--- src/rtl/psum_accq_pkg.sv ---
// Shared helpers for the partial-sum accumulator / requantizer.
// Optional macro PSUM_ACCQ_RELU_EN selects ReLU + unsigned clamp in the top.
package psum_accq_pkg;

  localparam int TILES_DEF = 4;
  localparam int ACC_W_DEF = 24;

  // Ceiling log2; clog2(1) = 0.
  function automatic int clog2(input int value);
    int r;
    int v;
    r = 0;
    v = value - 1;
    while (v > 0) begin
      r = r + 1;
      v = v >> 1;
    end
    return r;
  endfunction

  localparam int CNT_W     = (clog2(TILES_DEF) < 1) ? 1 : clog2(TILES_DEF);
  localparam int SHIFT_MAX = ACC_W_DEF - 1;

  // Clamp a signed value to an out_w-bit range: unsigned [0, 2^w-1] when
  // relu is set, otherwise two's complement [-2^(w-1), 2^(w-1)-1].
  function automatic logic [31:0] sat_clamp(input logic signed [63:0] value,
                                            input int out_w, input bit relu);
    logic signed [63:0] lo;
    logic signed [63:0] hi;
    logic signed [63:0] v;
    if (relu) begin
      lo = '0;
      hi = (64'sd1 <<< out_w) - 64'sd1;
    end else begin
      lo = -(64'sd1 <<< (out_w - 1));
      hi = (64'sd1 <<< (out_w - 1)) - 64'sd1;
    end
    if (value < lo)      v = lo;
    else if (value > hi) v = hi;
    else                 v = value;
    return v[31:0];
  endfunction

endpackage

--- src/rtl/psum_out_fifo.sv ---
// Small synchronous FIFO with a registered head entry driving the output.
module psum_out_fifo
  import psum_accq_pkg::*;
#(
  parameter int W     = 4,
  parameter int DEPTH = 4
) (
  input  logic                     clk,
  input  logic                     rst,
  input  logic                     push,
  input  logic [W-1:0]             push_data,
  input  logic                     pop,
  output logic [W-1:0]             head,
  output logic                     full,
  output logic                     empty,
  output logic [clog2(DEPTH):0]    count
);

  localparam int AW = clog2(DEPTH);
  localparam int CW = AW + 1;

  logic [W-1:0]  mem_q [DEPTH];
  logic [AW-1:0] rd_ptr_q, rd_ptr_d;
  logic [AW-1:0] wr_ptr_q, wr_ptr_d;
  logic [CW-1:0] count_q, count_d;
  logic [W-1:0]  head_q, head_d;
  logic          do_push, do_pop;

  assign empty   = (count_q == '0);
  assign full    = (count_q == CW'(DEPTH));
  assign do_pop  = pop && !empty;
  // A full FIFO still accepts a push when the head leaves in the same cycle.
  assign do_push = push && (!full || do_pop);
  assign head    = head_q;
  assign count   = count_q;

  // Pointer, occupancy and head-register next-state.
  always_comb begin
    rd_ptr_d = rd_ptr_q;
    wr_ptr_d = wr_ptr_q;
    count_d  = count_q;
    head_d   = head_q;
    if (do_push) wr_ptr_d = wr_ptr_q + AW'(1);
    if (do_pop)  rd_ptr_d = rd_ptr_q + AW'(1);
    if (do_push && !do_pop)      count_d = count_q + CW'(1);
    else if (!do_push && do_pop) count_d = count_q - CW'(1);
    if (empty) begin
      if (do_push) head_d = push_data;
    end else if (do_pop) begin
      if (count_q == CW'(1)) begin
        if (do_push) head_d = push_data;
      end else begin
        head_d = mem_q[rd_ptr_q + AW'(1)];
      end
    end
  end

  // Storage array; contents need no reset because occupancy guards reads.
  always_ff @(posedge clk) begin
    if (do_push) mem_q[wr_ptr_q] <= push_data;
  end

  // Control and head registers.
  always_ff @(posedge clk) begin
    if (rst) begin
      rd_ptr_q <= '0;
      wr_ptr_q <= '0;
      count_q  <= '0;
      head_q   <= '0;
    end else begin
      rd_ptr_q <= rd_ptr_d;
      wr_ptr_q <= wr_ptr_d;
      count_q  <= count_d;
      head_q   <= head_d;
    end
  end

endmodule

--- src/rtl/psum_accum_requant.sv ---
// Accumulates TILES signed partial sums, requantizes (round half up, arithmetic
// shift, clamp) and buffers results in an output FIFO; overflowing results are
// dropped and counted. Macro PSUM_ACCQ_RELU_EN selects ReLU/unsigned clamping.
module psum_accum_requant
  import psum_accq_pkg::*;
#(
  parameter int IN_W       = 16,
  parameter int TILES      = 4,
  parameter int ACC_W      = 24,
  parameter int OUT_W      = 4,
  parameter int FIFO_DEPTH = 4
) (
  input  logic                   clk,
  input  logic                   rst,
  input  logic                   in_valid,
  input  logic signed [IN_W-1:0] in_data,
  input  logic [4:0]             cfg_shift,
  output logic                   out_valid,
  input  logic                   out_ready,
  output logic [OUT_W-1:0]       out_data,
  output logic                   ovf_sticky,
  output logic [7:0]             drop_cnt
);

  localparam int TC_W = (clog2(TILES) < 1) ? 1 : clog2(TILES);
  localparam int ACC1 = ACC_W + 1;
  localparam logic [TC_W-1:0] LAST_TILE = TC_W'(TILES - 1);
  localparam logic [4:0] SHIFT_CAP = (ACC_W - 1 > 31) ? 5'd31 : 5'(ACC_W - 1);
`ifdef PSUM_ACCQ_RELU_EN
  localparam bit RELU_ON = 1'b1;
`else
  localparam bit RELU_ON = 1'b0;
`endif

  if (ACC_W < IN_W + clog2(TILES)) begin : g_chk_acc_w
    $fatal(1, "psum_accum_requant: ACC_W too small for IN_W and TILES");
  end
  if (TILES < 1 || TILES > 256) begin : g_chk_tiles
    $fatal(1, "psum_accum_requant: TILES must be 1..256");
  end
  if (FIFO_DEPTH < 2 || (1 << clog2(FIFO_DEPTH)) != FIFO_DEPTH) begin : g_chk_depth
    $fatal(1, "psum_accum_requant: FIFO_DEPTH must be a power of 2, >= 2");
  end

  logic [TC_W-1:0]         tile_cnt_q, tile_cnt_d;
  logic signed [ACC_W-1:0] acc_q, acc_d;
  logic [4:0]              shift_lat_q, shift_lat_d;
  logic                    rq_valid_q, rq_valid_d;
  logic [OUT_W-1:0]        rq_data_q, rq_data_d;
  logic                    ovf_sticky_q, ovf_sticky_d;
  logic [7:0]              drop_cnt_q, drop_cnt_d;

  logic [4:0]              shift_cfg, shift_eff;
  logic                    first_tile, last_tile;
  logic signed [ACC_W:0]   in_ext, sum, rnd, rounded, q;
  logic signed [63:0]      q_wide;
  logic [OUT_W-1:0]        clamped;
  logic                    fifo_full, fifo_empty, fifo_push, fifo_pop, drop;
  logic [clog2(FIFO_DEPTH):0] fifo_count;

  // Accumulate, requantize and drop accounting next-state.
  always_comb begin
    shift_cfg  = (cfg_shift > SHIFT_CAP) ? SHIFT_CAP : cfg_shift;
    first_tile = (tile_cnt_q == '0);
    last_tile  = (tile_cnt_q == LAST_TILE);
    // Tile 0 uses the live shift so TILES=1 samples cfg_shift per input.
    shift_eff  = first_tile ? shift_cfg : shift_lat_q;
    in_ext     = {{(ACC1 - IN_W){in_data[IN_W-1]}}, in_data};
    sum        = first_tile ? in_ext : ({acc_q[ACC_W-1], acc_q} + in_ext);
    rnd        = (shift_eff == 5'd0) ? '0 : (ACC1'(1) << (shift_eff - 5'd1));
    rounded    = sum + rnd;
    q          = rounded >>> shift_eff;
    q_wide     = {{(63 - ACC_W){q[ACC_W]}}, q};
    clamped    = OUT_W'(sat_clamp(q_wide, OUT_W, RELU_ON));

    tile_cnt_d  = tile_cnt_q;
    acc_d       = acc_q;
    shift_lat_d = shift_lat_q;
    if (in_valid) begin
      tile_cnt_d = last_tile ? '0 : tile_cnt_q + TC_W'(1);
      acc_d      = sum[ACC_W-1:0];
      if (first_tile) shift_lat_d = shift_cfg;
    end
    rq_valid_d = in_valid && last_tile;
    rq_data_d  = (in_valid && last_tile) ? clamped : rq_data_q;

    fifo_pop     = out_valid && out_ready;
    drop         = rq_valid_q && fifo_full && !fifo_pop;
    fifo_push    = rq_valid_q && !drop;
    ovf_sticky_d = ovf_sticky_q | drop;
    drop_cnt_d   = (drop && drop_cnt_q != 8'hFF) ? drop_cnt_q + 8'd1 : drop_cnt_q;
  end

  // Pipeline and status registers.
  always_ff @(posedge clk) begin
    if (rst) begin
      tile_cnt_q   <= '0;
      acc_q        <= '0;
      shift_lat_q  <= '0;
      rq_valid_q   <= 1'b0;
      rq_data_q    <= '0;
      ovf_sticky_q <= 1'b0;
      drop_cnt_q   <= '0;
    end else begin
      tile_cnt_q   <= tile_cnt_d;
      acc_q        <= acc_d;
      shift_lat_q  <= shift_lat_d;
      rq_valid_q   <= rq_valid_d;
      rq_data_q    <= rq_data_d;
      ovf_sticky_q <= ovf_sticky_d;
      drop_cnt_q   <= drop_cnt_d;
    end
  end

  psum_out_fifo #(
    .W     (OUT_W),
    .DEPTH (FIFO_DEPTH)
  ) u_fifo (
    .clk       (clk),
    .rst       (rst),
    .push      (fifo_push),
    .push_data (rq_data_q),
    .pop       (fifo_pop),
    .head      (out_data),
    .full      (fifo_full),
    .empty     (fifo_empty),
    .count     (fifo_count)
  );

  assign out_valid  = !fifo_empty;
  assign ovf_sticky = ovf_sticky_q;
  assign drop_cnt   = drop_cnt_q;

  // Occupancy and empty flag must always agree.
  always_ff @(posedge clk) begin
    if (!rst) assert (fifo_empty == (fifo_count == '0));
  end

endmodule

--- config.mk ---
export PLATFORM = sky130hd
export DESIGN_NAME = psum_accum_requant
export DESIGN_NICKNAME = d
export VERILOG_FILES = /design/src/rtl/psum_accq_pkg.sv /design/src/rtl/psum_out_fifo.sv /design/src/rtl/psum_accum_requant.sv
export SDC_FILE = /design/constraint.sdc
export NUM_CORES = 1
export LEC_CHECK = 0
export BUFFER_PORTS_ARGS = -buffer_cell sky130_fd_sc_hd__buf_2
export CORE_AREA = 4 4 132 134
export DETAILED_ROUTE_END_ITERATION = 6
export DIE_AREA = 0 0 136 138
export GPL_TIMING_DRIVEN = 1
export PLACE_DENSITY = 0.71
export SYNTH_ARGS = -nofsm -noshare
export SYNTH_HDL_FRONTEND = slang
export SYNTH_SLANG_ARGS = --single-unit
--- constraint.sdc ---
create_clock -name clk -period 11.6 [get_ports clk]
set_input_delay 1.74 -clock clk [delete_from_list [all_inputs] [get_ports clk]]
set_output_delay 1.74 -clock clk [all_outputs]
set_load 0.05 [all_outputs]
==> flow_metrics.py <==
metrics = {
    "run_status": {
        "status": "complete, but fails checks",
        "failed_checks": "DRC",
    },
    "power_and_ir_drop": {
        "power_density_nw_per_um2": 161,
        "p_leak_nw": 3.57,
        "ir_drop_mv": 0.103,
        "power.total_w": 0.00139,
    },
    "sta": {
        "maxSlewViolCount": 0,
        "maxSlewHeadroom_pct": 24.9,
        "clock_skew_ps": 7.35,
        "grt_setup_unrepaired": "false",
        "post-route-period-util_pct": 70.1,
        "hold_violations": 0,
        "setup_tns_ps": 0,
        "clock.fmax_ghz": 0.123,
        "period_needed_ps": 8130,
        "worst_pin_slew_ps": 1110,
        "timing.hold.ws_ps": 469,
        "setup_ws_ps": 3470,
        "setup_violations": 0,
    },
    "floorplanning": {
        "die_x_um": 136,
        "die_y_um": 138,
        "core_um2": 16300,
        "start_util_pct": 49.0,
        "ios": 39,
        "die_area_um2": 18800,
        "core.rowCount": 47,
    },
    "synthesis": {
        "ys_seq_area_share_pct": 20.1,
        "ys_ff_latch": 72,
        "netlist_area_um2": 7990,
        "synth_flop_cell": "dfxtp_1",
        "async_reset_ff_share_pct": 0,
        "yosysWarnings": 0,
        "synth_nets": 1136,
        "post_synth_num_cell_types": 90,
        "synth_edf_count": 16,
        "syn_avg_cell_area_um2": 7.61,
        "netlist_instances": 1049,
    },
    "grt": {
        "grt_overflow_total": 0,
        "grt_pass1_wl_mm": 37.8,
        "grt_max_degree": 55,
        "grt_pass1_vias": 7367,
        "track_usage_pct": 24.3,
        "antenna_found_initial": 0,
    },
    "placement": {
        "place_congestion": 0.976,
        "pre_cts_ws_ps": 3290,
        "port_buffers": 38,
        "dp_hpwl_mm": 17.3,
    },
    "clock_tree": {
        "h-tree-depth": 3,
        "cts_tree": "done",
        "holdBufCountCts": 0,
        "cts-root-buf": "clkbuf_16",
        "worstSkewPairLatency_ps": 340,
        "postCtsSetupRepairBufs": 0,
        "cts-resized-gates": 0,
        "clock_sinks": 72,
        "clockBufferDepth": 2,
        "clk_pin_slew_ps": 60,
        "numCtsBuffers": 9,
    },
    "final_layout": {
        "final.fill_count": 1604,
        "insertedDiodeCount": 0,
        "drive_above_1_share_pct": 10.7,
        "layout.area.seq_um2": 1600,
        "final_nets": 1132,
        "multi_input_area_um2": 6050,
        "area_delta_synth_final_pct": 8.05,
    },
    "critical_path": {
        "required_ps": 11880,
        "r2r_cells": 20,
        "endpoint_kind": "flip-flop",
        "critPathSlowestCell": "a311oi_1",
        "worstSetupPathType": "primary input to flip-flop",
        "regToRegSetupSlack_ps": 4580,
        "worstPathArrival_ps": 8410,
        "max_stage_delay_ps": 770,
        "worstPathMaxFanout": 10,
        "startpoint_type": "primary input",
    },
    "detailed_routing": {
        "via_per_inst": 6.30,
        "routedWlPerCell_um": 18.2,
        "drtIter0Drc": 732,
        "first_pass_iters": 7,
        "vias": 8004,
        "wirelength_mm": 23.2,
        "route.detailed.drc": 8,
        "ant_nets": 0,
    },
    "job": {
        "maxCapViolations": 0,
    },
    "hold_path": {
        "hp-class": "flip-flop to flip-flop",
        "hold_depth": 2,
    },
}
==> cell usage after synthesis (14+ instances only) <==
library cell  instances  area [um2]
a211oi_1             18         135
nand3_1              28         140
xor2_1               18         158
inv_1                25        93.8
nor2_1              136         510
dfxtp_1              56        1120
ha_1                 60         751
o211ai_1             14         105
and3_1               14        87.6
edfxtp_1             16         480
o21ai_0              75         375
nand4_1              15        93.8
o21a_1               15         113
nor3_1               23         115
a21o_1               18         135
clkbuf_1             44         165
nand2_1              98         368
mux2i_1              38         380
xnor2_1              26         228
a21oi_1              74         370
==> area by class of cell <==
type                    count  area share (%)
well taps                 220            3.19
clock buffers              10            2.65
inverters                  25            1.09
clock inverters             6            1.33
repair buffers             48            3.07
flip-flops and latches     72            18.6
multi-input cells         889            70.1
==> registers in the layout, summed over array words and instances, names as in the netlist <==
signal,flops
ovf_sticky,1
drop_cnt,8
u_fifo.mem_q,16
shift_lat_q,5
acc_q,24
u_fifo.count,3
u_fifo.rd_ptr_q,2
rq_valid_q,1
u_fifo.wr_ptr_q,2
tile_cnt_q,2
u_fifo.head,4
rq_data_q,4
==> path summary, 6_finish.rpt <==
kind,start,to
setup / recovery,in_data[1],rq_data_q[2]
hold / removal,ovf_sticky,ovf_sticky
hold reg to reg,ovf_sticky,ovf_sticky
setup reg to reg,tile_cnt_q[0],rq_data_q[2]
==> stage by stage <==
step                utilization [%]  cell area [um2]  std cells
global route                   53.0             8630       1270
floorplan                         -             7990       1049
detailed placement             50.9             8280       1254
finish                         53.0             8630       1270
global placement               50.9             8280       1254
CTS                            53.0             8630       1270
==> critical path: cells and delay by family <==
kind | cells | cell delay [ps]
xor gates and xnor gates | 1 | 110
buffers and inverters | 1 | 120
AOI/OAI and AO/OA | 17 | 4520
muxes | 2 | 450
and+or+nand+nor | 3 | 780
adders and majority gates | 2 | 690
==> report_power, final <==
group          internal, W  leakage (nW)  switching, W
sequential        0.000278         0.595     0.0000181
combinational     0.000277          2.82      0.000502
clock             0.000211         0.163      0.000107
==> cells in the final DEF (no fill, tap or decap), types with 23 or more instances in the layout <==
master,Yosys,layout
a21oi_1,74,71
buf_2,9,38
dfxtp_1,56,56
ha_1,60,59
inv_1,25,25
mux2i_1,38,38
nand2_1,98,98
nand3_1,28,28
nor2_1,136,136
nor3_1,23,23
o21ai_0,75,75
xnor2_1,26,26
==> per-layer routing <==
metal	track usage (%)	share of wire [%]	wire (um)	vias up
met5	0	0	0	-
met4	6.90	2.3	524	0
met3	4.18	7.1	1640	50
met2	37.9	45	10300	286
met1	34.5	46	10700	3731
li1	-	-	-	3937
==> kinds of logic after synthesis <==
kind of cell / Yosys count / share of synthesized area, %
flops: 72 / 20.1
xor+xnor: 45 / 5.03
mux: 54 / 7.63
simple gates: 379 / 22.0
buf+inv: 88 / 4.37
compound gates: 349 / 31.0
fa+ha+maj: 62 / 9.90
No activity file was read; power rests on OpenSTA's default activity.
